[src/rtl/arb_pkg.sv]
// Shared encodings and sizes for the round-robin 4:1 arbiter/mux.
// Holds the FSM state type and a select-to-one-hot helper.
package arb_pkg;

    localparam int NREQ  = 4;
    localparam int SEL_W = 2;

    typedef enum logic {
        IDLE  = 1'b0,
        OWNED = 1'b1
    } state_t;

    function automatic logic [NREQ-1:0] idx2onehot(input logic [SEL_W-1:0] idx);
        return NREQ'(1) << idx;
    endfunction

endpackage

[src/rtl/rr_pick4.sv]
// Round-robin winner search: first set request scanning up from ptr with wrap.
// Latency: combinational. Backpressure: none, pure function of req/ptr.
// found is low when no request bit is set; win then equals ptr.
module rr_pick4
    import arb_pkg::*;
(
    input  logic [NREQ-1:0]  req,
    input  logic [SEL_W-1:0] ptr,
    output logic             found,
    output logic [SEL_W-1:0] win
);

    logic [SEL_W-1:0] idx;

    always_comb begin
        found = 1'b0;
        win   = ptr;
        idx   = ptr;
        for (int k = 0; k < NREQ; k++) begin
            idx = ptr + SEL_W'(k);
            if (!found && req[idx]) begin
                found = 1'b1;
                win   = idx;
            end
        end
    end

endmodule

[src/rtl/arb_rr_mux4.sv]
// Round-robin arbiter driving a 4:1 mux: one owner at a time, bounded hold.
// Latency: grant registered 1 cycle after req; y is combinational from registered select.
// Backpressure: requesters hold req high until granted; owner keeps grant while req stays high.
module arb_rr_mux4
    import arb_pkg::*;
#(
    parameter int WIDTH    = 1,
    parameter int MAX_HOLD = 4
) (
    input  logic             clk,
    input  logic             rst_n,
    input  logic [NREQ-1:0]  req,
    input  logic [WIDTH-1:0] i0,
    input  logic [WIDTH-1:0] i1,
    input  logic [WIDTH-1:0] i2,
    input  logic [WIDTH-1:0] i3,
    output logic [NREQ-1:0]  gnt,
    output logic [SEL_W-1:0] select,
    output logic             busy,
    output logic [WIDTH-1:0] y
);

    localparam logic [3:0] HOLD_LAST = 4'(MAX_HOLD - 1);

    state_t           state_q;
    logic [NREQ-1:0]  gnt_q;
    logic [SEL_W-1:0] sel_q;
    logic [SEL_W-1:0] ptr_q;
    logic [3:0]       hold_q;

    logic [NREQ-1:0]  pick_req;
    logic             found;
    logic [SEL_W-1:0] win;
    logic             owner_req;
    logic             hold_end;
    logic             take_grant;

    // While owned, the current owner is masked so the same picker finds the successor.
    always_comb begin
        pick_req   = (state_q == OWNED) ? (req & ~gnt_q) : req;
        owner_req  = |(req & gnt_q);
        hold_end   = (hold_q == HOLD_LAST);
        take_grant = found && ((state_q == IDLE) || !owner_req || hold_end);
    end

    rr_pick4 u_pick (
        .req   (pick_req),
        .ptr   (ptr_q),
        .found (found),
        .win   (win)
    );

    always_ff @(posedge clk or negedge rst_n) begin
        if (!rst_n) begin
            state_q <= IDLE;
            gnt_q   <= '0;
            sel_q   <= '0;
            ptr_q   <= '0;
            hold_q  <= '0;
        end else if (take_grant) begin
            state_q <= OWNED;
            gnt_q   <= idx2onehot(win);
            sel_q   <= win;
            ptr_q   <= win + SEL_W'(1);
            hold_q  <= '0;
        end else if (state_q == OWNED) begin
            if (!owner_req) begin
                state_q <= IDLE;
                gnt_q   <= '0;
                hold_q  <= '0;
            end else if (hold_end) begin
                // Lone owner at the limit: keep the grant and restart the window.
                hold_q <= '0;
            end else begin
                hold_q <= hold_q + 4'd1;
            end
        end
    end

    assign gnt    = gnt_q;
    assign select = sel_q;
    assign busy   = (state_q == OWNED);

    always_comb begin
        y = '0;
        if (busy) begin
            case (sel_q)
                2'd0:    y = i0;
                2'd1:    y = i1;
                2'd2:    y = i2;
                default: y = i3;
            endcase
        end
    end

endmodule

[config.mk]
export PLATFORM = sky130hd
export DESIGN_NAME = arb_rr_mux4
export DESIGN_NICKNAME = d
export VERILOG_FILES = /design/src/rtl/arb_pkg.sv /design/src/rtl/rr_pick4.sv /design/src/rtl/arb_rr_mux4.sv
export SDC_FILE = /design/constraint.sdc
export NUM_CORES = 1
export LEC_CHECK = 0
export ABC_AREA = 1
export BUFFER_PORTS_ARGS = -buffer_cell sky130_fd_sc_hd__buf_2
export CAP_MARGIN = 25
export CORE_AREA = 2 2 50 52
export DETAILED_ROUTE_END_ITERATION = 6
export DIE_AREA = 0 0 52 54
export MAX_ROUTING_LAYER = met4
export PLACE_DENSITY = 0.8
export SYNTH_ARGS = -nofsm -noshare
export SYNTH_HDL_FRONTEND = slang
export SYNTH_SLANG_ARGS = --single-unit
[constraint.sdc]
create_clock -name clk -period 2.1 [get_ports clk]
set_clock_uncertainty 0.15 [all_clocks]
set_input_delay 0.315 -clock clk [delete_from_list [all_inputs] [get_ports clk]]
set_output_delay 0.315 -clock clk [all_outputs]
set_load 0.005 [all_outputs]
==> run_results.csv, run 1 <==
group,metric,value,unit
synthesis,seq_area_frac_synth,0.295,
placed_design,port_buffers,17,
finish,regArea,328,um2
sta,finalCriticalPeriod,2.18,ns
worst_setup_path,cp.required,2.12,ns
worst_setup_path,crit_type,"flip-flop to flip-flop",
finish,fillCellCount,157,
placed_design,finalWeightedCongestion,0.822,
sta,timing.final.crit_share,1.04,
synthesis,synthArstFlopShare,1.00,
synthesis,synthTopCellsByArea,"dfrtp_1, nand2_1, nand3_2, nand2_4, nand3_1",
clock_network,clkTransAtPathRegs,0.07,ns
worst_setup_path,arrival,2.20,ns
clock_network,htreeDepth,1,
sta,hold_ws,0.303,ns
flow_run,cap_violations,0,
synthesis,synth_top_area_share,0.295,
synthesis,syn_inst,141,
synthesis,synth_common_cells,"nand2_1, nand3_1, dfrtp_1, nand3_2, inv_1",
sta,finalSetupViolCount,4,
floorplanning,die_h,54,um
clock_network,clock_latency,0.27,ns
sta,fin_ws,-0.0782,ns
drt,drt-wirelength-per-cell,16.0,um
synthesis,synth_most_common_cell,"nand2_1",
synthesis,syn_area_per_cell,7.83,um2
worst_setup_path,r2r_setup_slack,-0.08,ns
clock_network,clockBufferDepth,2,
worst_setup_path,crit_start,"ptr_q[0]",
clock_network,clock_sinks,13,
finish,fin_nets,200,
floorplanning,io_pins,18,
finish,layout-drive-gt1-share,0.587,
worst_setup_path,reg2reg_depth,14,
drt,drtAntennaViolNets,0,
clock_network,numCtsBuffers,3,
clock_network,cts_tree,"yes",
floorplanning,row_count,18,
floorplanning,core-area,2320,um2
drt,wirelength,3.41,mm
grt,grtUsageTotal,0.202,
grt,overflow,0,
drt,drtPass1Iterations,4,
placed_design,dpl.hpwl,1.97,mm
sta,timing.slew.headroom,0.801,
drt,vias_per_cell,5.47,
synthesis,yosys_warnings,0,
worst_setup_path,start_kind,"flip-flop",
finish,antenna_cells,0,
synthesis,synth_top_area_cell,"dfrtp_1",
synthesis,netlist_area,1100,um2
sta,rsz0062_at_grt,"yes",
grt,grt_max_degree,14,
drt,first_iter_violations,29,
clock_network,cts_root_buf,"clkbuf_4",
placed_design,dp.cells,194,
worst_setup_path,timing.rr.end,"gnt[0]",
synthesis,synth-main-ff-cell,"dfrtp_1",
grt,grt_pass1_vias,977,
grt,grt_pass1_wl,3.98,mm
finish,area_delta_synth_final,50.1,%
floorplanning,die_w,52,um
worst_setup_path,end_kind,"flip-flop",
worst_setup_path,crit_fanout,8,
floorplanning,fp.dieArea,2810,um2
synthesis,synth_seq_cells,13,
floorplanning,start_util,0.476,
worst_setup_path,crit_end,"gnt[0]",
drt,num_vias,1171,
worst_hold_path,worstHoldPathType,"primary input to asynchronous set/reset pin",
grt,antenna_found_initial,0,
synthesis,syn_nets,156,
run_status,failed_checks,"negative setup slack",
run_status,status,"finished with violations",
finish,multiInputGateArea,936,um2
sta,fmax,0.459,GHz
synthesis,synth_cell_types,26,
drt,drc,0,
finish,fin_cells,214,
worst_setup_path,reg2reg_from,"ptr_q[0]",
sta,tightest_slew,0.299,ns
sta,drv_slew,0,
sta,hold_viol_final,0,
synthesis,synth_edf_count,0,
finish,finish.utilization,0.714,
## per-stage QoR
stage	setup WS (ns)	instance area, um2	TNS, ns
2_1_floorplan	0.0635	1100	0
3_3_place_gp	0.00893	1270	0
3_5_place_dp	-0.0589	1270	-0.125
4_1_cts	0.00929	1330	0
5_1_grt	-0.133	1660	-0.535
6_report	-0.0782	1660	-0.211
## routing by layer
layer | part of all wire | vias to the layer above | wire, um | GRT usage
li1 | - | 553 | - | -
met5 | 0 | - | 0 | -
met1 | 0.36 | 569 | 1240 | 0.216
met3 | 0.036 | 14 | 124 | 0.0361
met4 | 0.036 | 0 | 123 | 0.123
met2 | 0.56 | 35 | 1930 | 0.350
## registers in the layout (all words and copies together) (netlist names)
signal and cells:
busy 1, gnt 4, hold_q 4, ptr_q 2
select 2
## worst min-delay path by stage
stage	startpoint	to	slack, ns	cells past startpoint
2_1_floorplan	rst_n	busy	-0.13	0
3_3_place_gp	rst_n	gnt[1]	0.07	1
3_5_place_dp	rst_n	gnt[1]	0.07	1
4_1_cts	rst_n	gnt[1]	0.30	2
5_1_grt	rst_n	gnt[2]	0.31	2
6_report	rst_n	gnt[3]	0.30	2
## placed cells by master, fill, tap and decap left out, types with 3 or more instances in the layout
cell      Yosys  final
nand3_2      12      6
nand2_4       7     14
nand3_1      15     10
buf_2         0     17
dfrtp_1      13     11
inv_1         8      5
o21ai_1       4      3
nand2_2       6     15
nand2_1      52     36
nand3_4       0     11
buf_6         1      3
inv_2         2      4
clkbuf_4      0      3
buf_4         0     19
## worst max-delay path: stages (launching register included)
cell	delay (ns)
dfrtp_2	0.49
inv_8	0.12
nand3_2	0.12
nand2_1	0.12
nand2_1	0.11
nand2_4	0.11
nand3_2	0.10
nand2_1	0.11
nand2_2	0.08
nand3_4	0.10
nand2_4	0.06
buf_4	0.14
ha_2	0.16
nand2_1	0.06
nand2_1	0.05
## timing repair
item                                    in CTS  in global routing
endpoints found under the hold margin       13                  0
endpoints found under the setup margin       4                  5
buffers inserted                             2                 13
gates resized for setup                      4                 52
pin swaps                                    1                 22
hold buffers                                 1                  0
## cell type report
class                      instances  share of cell area
multi-input combinational        115               0.565
sequential                        13               0.198
timing repair buffer              40               0.164
inverter                          12              0.0347
tap                               30              0.0227
clock buffer                       4              0.0159
## cells by family (layout without fill, tap and decap cells)
kind of cell / after synthesis / count (layout) / share of synthesized area
xor+xnor: 1 / 1 / 0.00794
simple gates: 99 / 99 / 0.523
buf+inv: 13 / 56 / 0.0601
flops: 13 / 13 / 0.295
compound gates: 10 / 10 / 0.0578
fa+ha+maj: 5 / 5 / 0.0567
Power of run 1 is not shown: default switching activity piles up to over one toggle a cycle in this logic, so the estimate is an artifact.
==> run 2: changes to the inputs <==
--- a/config.mk
+++ b/config.mk
@@ -13,6 +13,7 @@
 export DIE_AREA = 0 0 52 54
 export MAX_ROUTING_LAYER = met4
 export PLACE_DENSITY = 0.8
+export SKIP_CTS_REPAIR_TIMING = 1
 export SYNTH_ARGS = -nofsm -noshare
 export SYNTH_HDL_FRONTEND = slang
 export SYNTH_SLANG_ARGS = --single-unit
==> run_results.csv, run 2 (same netlist as run 1, synthesis figures left out) <==
group,metric,value,unit
placed_design,dpl.hpwl,1.97,mm
worst_setup_path,start_kind,"flip-flop",
sta,hold_ws,0.300,ns
worst_hold_path,worstHoldPathType,"primary input to asynchronous set/reset pin",
pwr,p_int,1530,uW
sta,hold_viol_final,0,
worst_setup_path,crit_fanout,5,
worst_setup_path,end_kind,"flip-flop",
clock_network,clockBufferDepth,2,
worst_setup_path,critical_path.cell_chain,"buf_6 -> nand3_4 -> nand3_2 -> nand2_4 -> nand2_4 -> nor2_4 -> nand2_2 -> nor2_1 -> inv_1 -> nand2_2 -> inv_2 -> ha_4 -> nand2_2 -> o21ai_2",
floorplanning,row_count,18,
finish,antenna_cells,0,
floorplanning,die_w,52,um
pwr,pwr-share-seq,0.156,
pwr,clkPwrFrac,0.048,
flow_run,cap_violations,0,
run_status,status,"finished with violations",
worst_setup_path,worst_path_most_repeated_cell,"nand2_2",
run_status,failed_checks,"negative setup slack",
grt,use_met1,0.216,
floorplanning,core-area,2320,um2
sta,tns,-0.0392,ns
finish,fin_nets,199,
drt,drtAntennaViolNets,0,
worst_setup_path,crit_type,"flip-flop to flip-flop",
pwr,swShare,0.517,
placed_design,finalWeightedCongestion,0.822,
pwr,comb_power_share,0.796,
grt,grt_most_used_layer,"met2",
clock_network,htreeDepth,1,
drt,first_iter_violations,29,
clock_network,cts_root_buf,"clkbuf_4",
grt,antenna_found_initial,0,
floorplanning,die_h,54,um
drt,wirelength,3.10,mm
sta,finalCriticalPeriod,2.12,ns
sta,fmax,0.471,GHz
finish,final_common_cell,"nand2_1",
clock_network,cts_tree,"yes",
sta,rsz0062_at_grt,"yes",
pwr,vdd_ir_drop_max,1.05,mV
worst_setup_path,r2r_setup_slack,-0.02,ns
clock_network,clock_sinks,13,
drt,drc,0,
grt,grt_pass1_vias,965,
worst_setup_path,cp_slowest_cell,"dfrtp_2",
finish,layout_common_cells,"nand2_1, buf_4, buf_2, nand2_2, nand2_4",
clock_network,numCtsBuffers,3,
worst_setup_path,cp.required,2.13,ns
pwr,power_density,2020,nW/um2
floorplanning,fp.dieArea,2810,um2
grt,overflow,0,
drt,drt-wirelength-per-cell,14.5,um
grt,met3_usage,0.0361,
placed_design,port_buffers,17,
worst_setup_path,cp_num_buf_inv,3,
sta,timing.final.crit_share,1.01,
sta,timing.slew.headroom,0.801,
clock_network,clock_latency,0.28,ns
clock_network,clkTransAtPathRegs,0.07,ns
sta,tightest_slew,0.299,ns
finish,layout-drive-gt1-share,0.541,
placed_design,post-place-ws,-0.0589,ns
sta,drv_slew,0,
drt,drtPass1Iterations,4,
sta,fin_ws,-0.0227,ns
grt,grt_max_degree,14,
sta,finalSetupViolCount,2,
grt,grt_pass1_wl,3.93,mm
pwr,power.leakage,0.000796,uW
floorplanning,io_pins,18,
grt,use_met2,0.340,
drt,vias_per_cell,5.07,
drt,num_vias,1080,
floorplanning,start_util,0.476,
finish,area_delta_synth_final,41.6,%
worst_setup_path,arrival,2.15,ns
grt,grtUsageTotal,0.199,
worst_setup_path,cp_top_family,"simple AND/OR/NAND/NOR gates",
pwr,p_switching,1630,uW
worst_setup_path,cp_slowest_stage_delay,0.48,ns
## run 2: cell count changes in the layout (fill, tap and decap cells not counted), moves of 2 or more
cell	delta
nand3_2	+5
nand2_4	-2
buf_6	-2
nand3_4	-5
inv_1	+2
nand2_1	+4
ha_1	+2
nand2_2	-2
inv_2	-2
## run 2: metal layers
metal / vias up / wire length (um)
met2: 17 / 1720
li1: 546 / -
met5: - / 0
met4: 0 / 103
met1: 506 / 1230
met3: 11 / 46
## run 2: area by class of cell
class | count | area [um2]
sequential | 13 | 329
tap | 30 | 37.5
fill | 177 | 757
multi-input combinational | 115 | 856
inverter | 12 | 57.6
timing repair buffer | 39 | 256
clock buffer | 4 | 26.3
## run 2: worst paths after layout
kind	depth (start not counted)	from	end
worst max register to register	14	ptr_q[0]	ptr_q[1]
max in group asynchronous	2	rst_n	ptr_q[0]
worst max-delay path	14	ptr_q[0]	ptr_q[1]
min in group clk	2	select[1]	select[1]
worst min register to register	2	select[1]	select[1]
worst min-delay path	2	rst_n	gnt[3]
## run 2: power groups by stage
stage | Clock, uW | Sequential (uW) | Combinational, uW
3_3_place_gp | 0 | 463 | 1740
4_1_cts | 161 | 463 | 1820
2_1_floorplan | 0 | 436 | 1340
5_1_grt | 177 | 501 | 2760
3_5_place_dp | 0 | 469 | 1810
6_report | 153 | 493 | 2520
## run 2: per-stage QoR
stage                     instance area [um2]  utilization  cells  total power (uW)
final                                    1560        0.674    213              3160
after floorplan                          1100            -    141              1770
after CTS                                1290        0.558    198              2440
after global routing                     1560        0.674    213              3430
after global placement                   1270        0.546    194              2200
after detailed placement                 1270        0.546    194              2280
Note: power is estimated with default switching activity, not from simulation.
==> run 3: changes to the inputs <==
--- a/config.mk
+++ b/config.mk
@@ -14,6 +14,8 @@
 export MAX_ROUTING_LAYER = met4
 export PLACE_DENSITY = 0.8
 export SKIP_CTS_REPAIR_TIMING = 1
+export SKIP_LAST_GASP = 1
 export SYNTH_ARGS = -nofsm -noshare
 export SYNTH_HDL_FRONTEND = slang
 export SYNTH_SLANG_ARGS = --single-unit
+export TNS_END_PERCENT = 30
==> run_results.csv, run 3 (same netlist as run 1, synthesis figures left out) <==
group,metric,value,unit
run_status,status,"finished with violations",
run_status,failed_checks,"negative setup slack",
finish,antenna_cells,0,
sta,tightest_slew,0.299,ns
worst_hold_path,worstHoldPathType,"primary input to asynchronous set/reset pin",
sta,timing.slew.headroom,0.801,
grt,overflow,0,
grt,antenna_found_initial,0,
sta,rsz0062_at_grt,"yes",
worst_setup_path,reg2reg_depth,14,
worst_setup_path,timing.rr.end,"ptr_q[1]",
sta,hold_ws,0.299,ns
floorplanning,start_util,0.476,
drt,num_vias,1079,
sta,timing.final.crit_share,1.01,
worst_setup_path,arrival,2.14,ns
clock_network,clock_latency,0.28,ns
clock_network,clock_sinks,13,
finish,layout_common_cells,"nand2_1, buf_4, buf_2, nand2_2, nand2_4",
floorplanning,die_h,54,um
placed_design,place_area,1270,um2
drt,top_layer,"met4",
worst_setup_path,start_kind,"flip-flop",
finish,fin_nets,199,
floorplanning,die_w,52,um
worst_setup_path,critical_path.cell_chain,"buf_6 -> nand3_4 -> nand3_2 -> nand2_4 -> nand2_4 -> nor2_4 -> nand2_2 -> nor2_1 -> inv_1 -> nand2_2 -> inv_2 -> ha_4 -> nand2_2 -> o21ai_2",
pwr,power.leakage,0.000797,uW
placed_design,port_buffers,17,
sta,fin_ws,-0.0172,ns
finish,final_common_cell,"nand2_1",
clock_network,cts_tree,"yes",
drt,drc,0,
drt,first_iter_violations,28,
drt,drtPass1Iterations,5,
floorplanning,core-area,2320,um2
worst_setup_path,cp_top_family,"simple AND/OR/NAND/NOR gates",
drt,met2_length,1.70,mm
drt,drtAntennaViolNets,0,
placed_design,finalWeightedCongestion,0.822,
pwr,power_density,2010,nW/um2
grt,grt_pass1_wl,3.93,mm
sta,hold_viol_final,0,
worst_setup_path,worst_path_most_repeated_cell,"nand2_2",
clock_network,htreeDepth,1,
grt,grt_max_degree,14,
floorplanning,fp.dieArea,2810,um2
drt,drt-wirelength-per-cell,14.5,um
drt,drt-met1-wl,1.24,mm
floorplanning,row_count,18,
sta,finalSetupViolCount,2,
worst_setup_path,cp_slowest_stage_delay,0.48,ns
worst_setup_path,cp.depth,14,
drt,wirelength,3.09,mm
finish,area_delta_synth_final,41.2,%
grt,grtUsageTotal,0.199,
clock_network,cts_root_buf,"clkbuf_4",
grt,grt_pass1_vias,965,
worst_setup_path,cp.required,2.13,ns
finish,layout-drive-gt1-share,0.530,
floorplanning,io_pins,18,
pwr,vdd_ir_drop_max,1.05,mV
drt,dr_wl_met3,51,um
worst_setup_path,reg2reg_from,"ptr_q[0]",
worst_setup_path,crit_fanout,5,
sta,finalCriticalPeriod,2.12,ns
worst_setup_path,r2r_setup_slack,-0.02,ns
clock_network,numCtsBuffers,3,
placed_design,dpl.hpwl,1.97,mm
sta,tns,-0.0330,ns
finish,fin_area,1560,um2
worst_setup_path,crit_type,"flip-flop to flip-flop",
worst_setup_path,cp_num_buf_inv,3,
sta,drv_slew,0,
drt,vias_per_cell,5.07,
clock_network,clockBufferDepth,2,
worst_setup_path,cp_slowest_cell,"dfrtp_2",
flow_run,cap_violations,0,
worst_setup_path,end_kind,"flip-flop",
sta,fmax,0.472,GHz
clock_network,clkTransAtPathRegs,0.07,ns
run 3: cell counts in the layout (fill, tap and decap cells not counted):
Identical to the previous run, type by type.
run 3: final cells by class:
| cell class | count | area (um2) |
|---|---|---|
| Fill cell | 179 | 762 |
| Clock buffer | 4 | 26.3 |
| Tap cell | 30 | 37.5 |
| Sequential cell | 13 | 329 |
| Timing Repair Buffer | 39 | 256 |
| Inverter | 12 | 57.6 |
| Multi-Input combinational cell | 115 | 851 |
run 3: power breakdown:
group / internal [uW] / switching, uW / leakage (uW) / total, uW
Sequential: 356 / 136 / 0.000163 / 492
Combinational: 1080 / 1410 / 0.000619 / 2490
Clock: 73.8 / 79.1 / 0.0000150 / 153
Total: 1510 / 1620 / 0.000797 / 3140
run 3: per-stage QoR:
stage,utilization,std cells,setup WS [ns],power [uW]
after floorplan,-,141,0.0635,1770
after global placement,0.546,194,0.00893,2200
after detailed placement,0.546,194,-0.0589,2280
after CTS,0.558,198,-0.0759,2440
after global routing,0.672,213,-0.149,3410
final,0.672,213,-0.0172,3140
run 3: metal layers:
metal / vias up / global-route usage
met3: 11 / 0.0361
met1: 504 / 0.216
li1: 547 / -
met2: 17 / 0.340
met4: 0 / 0.123
met5: - / -
run 3: how the worst max path moves through the flow:
| stage | slack (ns) | endpoint | from |
|---|---|---|---|
| 6_report | -0.02 | ptr_q[1] | ptr_q[0] |
| 5_1_grt | -0.15 | gnt[1] | ptr_q[1] |
| 4_1_cts | -0.08 | ptr_q[1] | ptr_q[0] |
| 3_5_place_dp | -0.06 | ptr_q[1] | ptr_q[0] |
| 3_3_place_gp | 0.009 | ptr_q[1] | ptr_q[0] |
| 2_1_floorplan | 0.06 | ptr_q[1] | ptr_q[0] |
run 3: worst register-to-register path, delay by kind of cell (launching register included):
kind / cells / cell delay, ns
adders and majority gates: 1 / 0.23
DFF: 1 / 0.48
buffers and inverters: 3 / 0.30
AOI/OAI and AO/OA: 1 / 0.04
and+or+nand+nor: 9 / 0.82
